## src/rtl/uart_tx_pkg.sv

```systemverilog
// Shared types and constants for the UART transmit engine.
// Holds the frame states, output-mux selects and parity-type encodings.
package uart_tx_pkg;

    typedef enum logic [2:0] {
        IDLE,
        START,
        DATA,
        PARITY,
        STOP1,
        STOP2
    } state_t;

    localparam logic [1:0] MUX_START = 2'b00;
    localparam logic [1:0] MUX_DATA  = 2'b01;
    localparam logic [1:0] MUX_PAR   = 2'b10;
    localparam logic [1:0] MUX_STOP  = 2'b11;

    localparam logic PAR_EVEN = 1'b0;
    localparam logic PAR_ODD  = 1'b1;

    // IDLE shares the stop-bit select because both drive the line high.
    function automatic logic [1:0] mux_sel(input state_t s);
        case (s)
            START:   return MUX_START;
            DATA:    return MUX_DATA;
            PARITY:  return MUX_PAR;
            default: return MUX_STOP;
        endcase
    endfunction

endpackage

```

## src/rtl/uart_tx_engine_if.sv

```systemverilog
// Source-side handshake and frame configuration for the UART transmit engine.
// The master is the data source; the slave is the engine.
interface uart_tx_engine_if #(
    parameter int DATA_WIDTH = 8
) ();

    logic [DATA_WIDTH-1:0] p_data;
    logic                  data_valid;
    logic                  par_en;
    logic                  par_typ;
    logic                  stop2;
    logic                  busy;
    logic                  frame_done;

    modport master (
        output p_data, data_valid, par_en, par_typ, stop2,
        input  busy, frame_done
    );

    modport slave (
        input  p_data, data_valid, par_en, par_typ, stop2,
        output busy, frame_done
    );

endinterface

```

## src/rtl/uart_tx_serializer.sv

```systemverilog
// Payload shift register and bit counter for the UART transmit engine.
// Loads a word, shifts it out LSB first and flags the last payload bit.
module uart_tx_serializer #(
    parameter int DATA_WIDTH = 8
) (
    input  logic                  clk,
    input  logic                  rst,
    input  logic                  i_load,
    input  logic [DATA_WIDTH-1:0] i_data,
    input  logic                  i_shift,
    output logic                  o_bit,
    output logic                  o_done
);

    localparam int              CNT_W = $clog2(DATA_WIDTH);
    localparam logic [CNT_W-1:0] LAST = CNT_W'(DATA_WIDTH - 1);

    logic [DATA_WIDTH-1:0] r_shift;
    logic [CNT_W-1:0]      r_cnt;

    // NOTE: non-blocking assignments keep every register updating from pre-edge values.
    always_ff @(posedge clk) begin
        if (!rst) begin
            // NOTE: the shift register is cleared on reset so no stale payload survives a restart.
            r_shift <= '0;
            r_cnt   <= '0;
        end else if (i_load) begin
            r_shift <= i_data;
            r_cnt   <= '0;
        end else if (i_shift) begin
            r_shift <= {1'b0, r_shift[DATA_WIDTH-1:1]};
            if (r_cnt != LAST) begin
                r_cnt <= r_cnt + CNT_W'(1);
            end
        end
    end

    assign o_bit  = r_shift[0];
    assign o_done = (r_cnt == LAST);

endmodule

```

## src/rtl/uart_tx_engine.sv

```systemverilog
// UART transmit engine: frame FSM, parity generation and registered line mux.
// Frames advance one bit per baud_tick and may run back-to-back with no idle bit.
module uart_tx_engine
    import uart_tx_pkg::*;
#(
    parameter int DATA_WIDTH = 8
) (
    input  logic            clk,
    input  logic            rst,
    input  logic            baud_tick,
    uart_tx_engine_if.slave tx_if,
    output logic            tx_out
);

    state_t r_state;
    logic   r_tx_out;
    logic   r_busy;
    logic   r_frame_done;
    logic   r_par_en;
    logic   r_stop2;
    logic   r_parity;

    logic   w_final_stop;
    logic   w_accept;
    logic   w_shift;
    logic   w_parity;
    logic   w_ser_bit;
    logic   w_ser_done;
    logic   w_mux_out;

    assign w_final_stop = baud_tick && ((r_state == STOP1 && !r_stop2) || r_state == STOP2);
    assign w_accept     = tx_if.data_valid && ((baud_tick && r_state == IDLE) || w_final_stop);
    assign w_shift      = baud_tick && (r_state == DATA);
    assign w_parity     = (^tx_if.p_data) ^ (tx_if.par_typ == PAR_ODD);

    uart_tx_serializer #(
        .DATA_WIDTH(DATA_WIDTH)
    ) u_serializer (
        .clk     (clk),
        .rst     (rst),
        .i_load  (w_accept),
        .i_data  (tx_if.p_data),
        .i_shift (w_shift),
        .o_bit   (w_ser_bit),
        .o_done  (w_ser_done)
    );

    // NOTE: the default assignment first guarantees no latch on any path.
    always_comb begin
        w_mux_out = 1'b1;
        case (mux_sel(r_state))
            MUX_START: w_mux_out = 1'b0;
            MUX_DATA:  w_mux_out = w_ser_bit;
            MUX_PAR:   w_mux_out = r_parity;
            MUX_STOP:  w_mux_out = 1'b1;
            default:   w_mux_out = 1'b1;
        endcase
    end

    always_ff @(posedge clk) begin
        if (!rst) begin
            r_state      <= IDLE;
            r_tx_out     <= 1'b1;
            r_busy       <= 1'b0;
            r_frame_done <= 1'b0;
            r_par_en     <= 1'b0;
            r_stop2      <= 1'b0;
            r_parity     <= 1'b0;
        end else begin
            r_frame_done <= 1'b0;
            r_tx_out     <= w_mux_out;

            if (w_accept) begin
                r_par_en <= tx_if.par_en;
                r_stop2  <= tx_if.stop2;
                r_parity <= w_parity;
            end

            // The last stop tick is both an end and, with data_valid, a new start.
            if (w_final_stop) begin
                r_frame_done <= 1'b1;
                if (tx_if.data_valid) begin
                    r_state <= START;
                end else begin
                    r_state <= IDLE;
                    r_busy  <= 1'b0;
                end
            end else if (baud_tick) begin
                case (r_state)
                    IDLE: begin
                        if (tx_if.data_valid) begin
                            r_state <= START;
                            r_busy  <= 1'b1;
                        end
                    end
                    START:   r_state <= DATA;
                    DATA: begin
                        if (w_ser_done) begin
                            r_state <= r_par_en ? PARITY : STOP1;
                        end
                    end
                    PARITY:  r_state <= STOP1;
                    STOP1:   r_state <= STOP2;
                    default: r_state <= IDLE;
                endcase
            end
        end
    end

    assign tx_out           = r_tx_out;
    assign tx_if.busy       = r_busy;
    assign tx_if.frame_done = r_frame_done;

endmodule

```

## src/flat_wrapper.sv

```systemverilog
// flat-port wrapper written by rule: the top's interface ports become plain ports
module uart_tx_engine_flat import uart_tx_pkg::*;
#(
    parameter int DATA_WIDTH = 8
)
  (clk, rst, baud_tick, tx_out, tx_if_p_data, tx_if_data_valid, tx_if_par_en, tx_if_par_typ, tx_if_stop2, tx_if_busy, tx_if_frame_done);
  uart_tx_engine_if #(.DATA_WIDTH(DATA_WIDTH)) tx_if_i ();
  input  logic clk;
  input  logic rst;
  input  logic baud_tick;
  output logic tx_out;
  input wire logic [$bits(tx_if_i.p_data)-1:0] tx_if_p_data;
  input wire logic [$bits(tx_if_i.data_valid)-1:0] tx_if_data_valid;
  input wire logic [$bits(tx_if_i.par_en)-1:0] tx_if_par_en;
  input wire logic [$bits(tx_if_i.par_typ)-1:0] tx_if_par_typ;
  input wire logic [$bits(tx_if_i.stop2)-1:0] tx_if_stop2;
  output wire logic [$bits(tx_if_i.busy)-1:0] tx_if_busy;
  output wire logic [$bits(tx_if_i.frame_done)-1:0] tx_if_frame_done;
  assign tx_if_i.p_data = tx_if_p_data;
  assign tx_if_i.data_valid = tx_if_data_valid;
  assign tx_if_i.par_en = tx_if_par_en;
  assign tx_if_i.par_typ = tx_if_par_typ;
  assign tx_if_i.stop2 = tx_if_stop2;
  assign tx_if_busy = tx_if_i.busy;
  assign tx_if_frame_done = tx_if_i.frame_done;
  uart_tx_engine #(.DATA_WIDTH(DATA_WIDTH)) u_core (.clk(clk), .rst(rst), .baud_tick(baud_tick), .tx_if(tx_if_i), .tx_out(tx_out));
endmodule
```

## config.mk

```make
export PLATFORM = sky130hd
export DESIGN_NAME = uart_tx_engine_flat
export DESIGN_NICKNAME = d
export VERILOG_FILES = /design/src/rtl/uart_tx_pkg.sv /design/src/rtl/uart_tx_engine_if.sv /design/src/rtl/uart_tx_serializer.sv /design/src/rtl/uart_tx_engine.sv /design/src/flat_wrapper.sv
export SDC_FILE = /design/constraint.sdc
export NUM_CORES = 1
export LEC_CHECK = 0
export BUFFER_PORTS_ARGS = -buffer_cell sky130_fd_sc_hd__buf_2
export CAP_MARGIN = 30
export CELL_PAD_IN_SITES_DETAIL_PLACEMENT = 2
export CELL_PAD_IN_SITES_GLOBAL_PLACEMENT = 2
export CORE_MARGIN = 2
export CORE_UTILIZATION = 32
export CTS_CLUSTER_DIAMETER = 50
export DETAILED_ROUTE_END_ITERATION = 7
export GPL_ROUTABILITY_DRIVEN = 0
export GPL_TIMING_DRIVEN = 0
export PLACE_DENSITY = 0.83
export SYNTH_ARGS = -nofsm -noshare
export SYNTH_HDL_FRONTEND = slang
export SYNTH_SLANG_ARGS = --single-unit
```

## constraint.sdc

```tcl
create_clock -name clk -period 1.7 [get_ports clk]
set_input_delay 0.17 -clock clk [delete_from_list [all_inputs] [get_ports clk]]
set_output_delay 0.17 -clock clk [all_outputs]
set_load 0.01 [all_outputs]
```

# Yosys cells after proc, flatten, opt, wreduce, memory -nomap -nowiden
# Cells that the tools add are included.
[classes] n_addsub=1 mul=0 n_div=0 magnitude_cmp=0 eq_ne=13 shifts=0 mux=17 n_bitwise=2 reduce_logical=19
[ops] op="$mux 8" n=2
[ops] op="$mux 3" n=5
[ops] op="$pmux 3 s5" n=1
[ops] op="$eq 3x3->1 const B" n=3
[ops] op="$reduce_bool 2->1" n=4
[ops] op="$reduce_xor 8->1" n=1
[ops] op="$mux 1" n=7
[ops] op="$eq 3x2->1 const B" n=2
[ops] op="$ne 3x2->1 const B" n=2
[ops] op="$pmux 2 s3" n=1
[ops] op="$logic_and 1x1->1" n=5
[ops] op="$eq 2x2->1 const B" n=2
[ops] op="$pmux 1 s4" n=1
[ops] op="$reduce_and 4->1" n=1
[ops] op="$add 3x1->3 const B" n=1
[ops] op="$eq 3x1->1 const B" n=1
[ops] op="$logic_not 3->1" n=1
[ops] op="$ne 3x3->1 const B" n=1
[ops] op="$reduce_and 3->1" n=1
[ops] op="$eq 2x1->1 const B" n=1
[ops] op="$logic_not 2->1" n=1
[ops] op="$logic_or 1x1->1" n=2
[ops] op="$ne 2x2->1 const B" n=1
[ops] op="$reduce_and 2->1" n=1
[ops] op="other kinds (4)" n=4
[word_totals] register_bits=20 latchBits=0 ramBits=0 romBits=0 input_bits=15 output_inout_bits=3 elab_cells=61 n_memories=0

# Depth between registers and ports, before layout
[logic_depth] ltp_word=7 ltp_mapped=6 ltp_nobuf=6

# Cells and area by module
# A second synthesis with hierarchy kept.
[unflattened] hier_cells=113 hier_area_um2=1073.5
[modules_own_cells] mod="uart_tx_engine" instances=1 cells_each=65 area_each_um2=591.8 seq_area_each_um2=180.2
[modules_own_cells] mod="uart_tx_serializer" instances=1 cells_each=48 area_each_um2=481.7 seq_area_each_um2=220.2

# Least setup slack after synthesis
# No wires, ideal clock.
[synth_timing] kind="register to register" from="reg u_core.u_serializer.r_cnt[0]" to="reg u_core.r_state[0]" setup_ns=0.117 t_arrival_ns=1.382 required_time_ns=1.583 path_slack_ns=0.201 path_stages_with_launch=7 path_buffers=0 synth_period_minus_slack_ns=1.499 cell_sequence="dfxtp_1 > ha_1 > ha_1 > mux2_1 > o31a_1 > a21oi_1 > nor2_1"
[synth_via] elab_chain_cells=3
[synth_lines] element="start, declared" line="uart_tx_serializer.sv:19" text="logic [CNT_W-1:0] r_cnt;"
[synth_lines] element="start signal, assigned" line="uart_tx_serializer.sv:33" text="r_cnt <= r_cnt + CNT_W'(1);"
[synth_lines] element="$eq 3x3->1" line="uart_tx_serializer.sv:39" text="assign o_done = (r_cnt == LAST);"
[synth_lines] element="$ne 3x2->1 (no source line)"
[synth_lines] element="$reduce_and 3->1 (no source line)"
[synth_lines] element="end signal, assigned" line="uart_tx_engine.sv:99" text="r_state <= r_par_en ? PARITY : STOP1;"
[synth_lines] element="end, declared" line="uart_tx_engine.sv:15" text="state_t r_state;"
# Every way passes these cells.
# A chain may end at the register's enable or synchronous reset.

# Worst setup path after layout
[layout_timing] from="reg u_core.u_serializer.r_cnt[0]" to="reg u_core.r_state[2]"
# The elaborated chain is that of the path after synthesis.

==> out/metrics.csv <==
stage;metric;value;unit
run_status;run_status;completed;
yosys;seq_area_frac_synth;0.387;
clock_network;path_clk_slew;0.11;ns
floorplanning;io_pins;18;
yosys;synth_area_leaders;dfxtp_1 (39%), a21oi_1 (6.8%), nand3_1 (4.8%), nand2_1 (4.7%), a22oi_1 (4.4%);
finish;stdcell_area;1200;um2
sta;tightest_slew;0.501;ns
global_route;grt.total_usage;0.187;
sta;hold_viol_final;0;
floorplanning;dieArea;3700;um2
placed_design;postPlaceCellArea;1170;um2
clock_network;cts_post_setup_buffers_inserted;0;
yosys;synth_flop_cell;dfxtp_1;
worst_setup_path;worstSetupStartpointType;flop;
global_route;grtUsageMet1;0.225;
hold_path;min-delay-start;tx_if_stop2;
sta;worst_slack;0.103;ns
clock_network;clkSinkCount;20;
global_route;grt_use_met3;0.0320;
yosys;synth_nets;137;
flow_run;maxCapViolCount;0;
sta;slew_violations;0;
sta;fin_crit_sh;0.939;
power;cellLeakagePower;0.000447;uW
floorplanning;rows;20;
finish;area_growth_syn_to_layout;16.0;%
yosys;avgSynthCellArea;8.62;um2
worst_setup_path;endpoint_kind;flop;
global_route;grt.busiest_layer;met2;
finish;antenna_cells;0;
clock_network;cts_buffer_depth;2;
routing;vias;963;
sta;tns;0;ns
global_route;grt_max_degree;11;
sta;min_period;1.60;ns
floorplanning;initial_core_util;0.339;
routing;wire_per_inst;15.5;um
yosys;synthCells;120;
clock_network;cts_root_buf;clkbuf_4;
power;ir_drop;271;uV
global_route;antenna_found_initial;0;
routing;antenna_left;0;
worst_setup_path;crit_required;1.88;ns
worst_setup_path;slowest_stage;dfxtp_1;
routing;drt-pass1-iter-count;4;
worst_setup_path;worstSetupPathType;flop to flop;
global_route;grt_use_met2;0.339;
yosys;yosys.cell_count.top_type;dfxtp_1;
yosys;synth_common_cells;dfxtp_1 (20), a21oi_1 (14), nand2_1 (13);
placed_design;dpl.cell_count;181;
clock_network;cts_tree;done;
worst_setup_path;startpoint;u_core.u_serializer.r_cnt[0];
finish;finalNonFillerCells;184;
yosys;yosys.cell_types.count;35;
clock_network;cts_made_buffers;3;
global_route;grt_pass1_vias;1086;
global_route;grt_pass1_wl;5140;um
worst_setup_path;cp_max_fo;5;
hold_path;hp-class;primary input to flop;
sta;final-setup-viol-count;0;
floorplanning;coreArea;3050;um2
clock_network;worstSkewPairLatency;0.30;ns
placed_design;dp_hpwl;2200;um
sta;fin_skew;0.000729;ns
global_route;overflow;0;
sta;slew_headroom;0.666;
yosys;synth_seq_cells;20;
yosys;synth_top_area_frac;0.387;
worst_setup_path;r2r_start;u_core.u_serializer.r_cnt[0];
yosys;synth_top_area_cell;dfxtp_1;
routing;drt-total-wl;2850;um
finish;fin_nets;159;
sta;rsz0062_at_grt;false;
worst_setup_path;critPathMaxStageDelay;0.35;ns
placed_design;dp_worst_setup_slack;0.0828;ns
finish;layout-drive-gt1-share;0.207;
routing;drc_errors;0;
power;p_total;939;uW
yosys;yosys_warnings;0;
worst_setup_path;crit_chain;ha_1, ha_2, mux2_1, o31a_1, nand3_1, a21oi_1;
floorplanning;fp.dieH;60.9;um
sta;max_freq;626;MHz
clock_network;htreeDepth;1;
routing;drt_iter0_drc;30;
floorplanning;die_x;60.9;um
routing;viasPerCell;5.23;
power;powerDensity;783;nW/um2
worst_setup_path;critPathArrivalTime;1.78;ns
yosys;synth_edf_count;0;
yosys;synth_area;1030;um2
placed_design;io_buffers;17;
yosys;async_flop_share;0;
[registers in the layout (all words and copies together), names as in the netlist]
register,count
u_core.tx_if.frame_done,1
u_core.u_serializer.r_shift,8
u_core.tx_out,1
u_core.r_par_en,1
u_core.r_state,3
u_core.u_serializer.r_cnt,3
u_core.r_stop2,1
u_core.r_parity,1
u_core.tx_if.busy,1
[worst paths after layout]
check                                   endpoint  slack [ns]  depth (start not counted)
hold / removal                    u_core.r_stop2         0.1                          3
setup / recovery               u_core.r_state[2]        0.10                          6
hold reg to reg   u_core.u_serializer.r_shift[4]        0.48                          2
setup reg to reg               u_core.r_state[2]        0.10                          6
[power by group]
| part | switching, uW | internal (uW) |
|---|---|---|
| clock | 150 | 82.7 |
| sequential | 17.6 | 496 |
| combinational | 105 | 87.7 |
[critical path, delay by kind of cell, from the launching register on]
| family | cells | cell delay [ns] |
|---|---|---|
| muxes | 1 | 0.30 |
| AOI/OAI and AO/OA | 2 | 0.32 |
| adders and majority gates | 2 | 0.40 |
| and+or+nand+nor | 1 | 0.11 |
| DFF | 1 | 0.35 |
[stage by stage]
stage          hold WS (ns)   util
2_1_floorplan         0.306      -
3_3_place_gp          0.412  0.385
3_5_place_dp          0.434  0.385
4_1_cts              0.0937  0.392
5_1_grt               0.113  0.393
6_report             0.0999  0.393
[layer usage]
layer	wire length (um)	vias up
li1	-	472
met1	1250	471
met2	1480	15
met3	77	5
met4	38	0
met5	0	-
[placed cells by master (no fill, tap or decap), types with 2 or more instances in the layout]
| master | synthesis | final |
|---|---|---|
| a21oi_1 | 14 | 14 |
| nand2_1 | 13 | 13 |
| xnor2_1 | 5 | 5 |
| a311oi_1 | 2 | 2 |
| buf_2 | 3 | 20 |
| clkbuf_4 | 0 | 3 |
| dfxtp_1 | 20 | 20 |
| or3_1 | 2 | 2 |
| nor2_1 | 7 | 7 |
| nand3_1 | 10 | 10 |
| o21ai_0 | 4 | 4 |
| nand2b_1 | 4 | 4 |
| a22oi_1 | 6 | 6 |
| inv_1 | 2 | 2 |
| clkbuf_1 | 4 | 4 |
| nor3b_1 | 2 | 2 |
| nor2b_1 | 2 | 2 |
[final cells by class]
type,count,area [um2]
Fill cell,391,1850
Timing Repair Buffer,17,85.1
Inverter,3,11.3
Tap cell,44,55.1
Buffer,8,37.5
Sequential cell,20,400
Clock buffer,3,22.5
Multi-Input combinational cell,89,588
[cell families (layout without fill, tap and decap cells)]
| kind of cell | after synthesis | in the layout | share of synthesized area |
|---|---|---|---|
| multiplexers | 1 | 1 | 0.0109 |
| flip-flops | 20 | 20 | 0.387 |
| XOR/XNOR | 7 | 7 | 0.0725 |
| AO/OA/AOI/OAI | 34 | 34 | 0.229 |
| AND/OR/NAND/NOR | 45 | 45 | 0.230 |
| buffers and inverters | 11 | 31 | 0.0472 |
| adder cells (fa/ha/maj) | 2 | 2 | 0.0242 |
[what timing repair did]
action / CTS / global route
hold buffers: 0 / 0
endpoints found under the setup margin: 0 / 2
resized for setup: 0 / 1
Note: power is estimated with default switching activity, not from simulation.
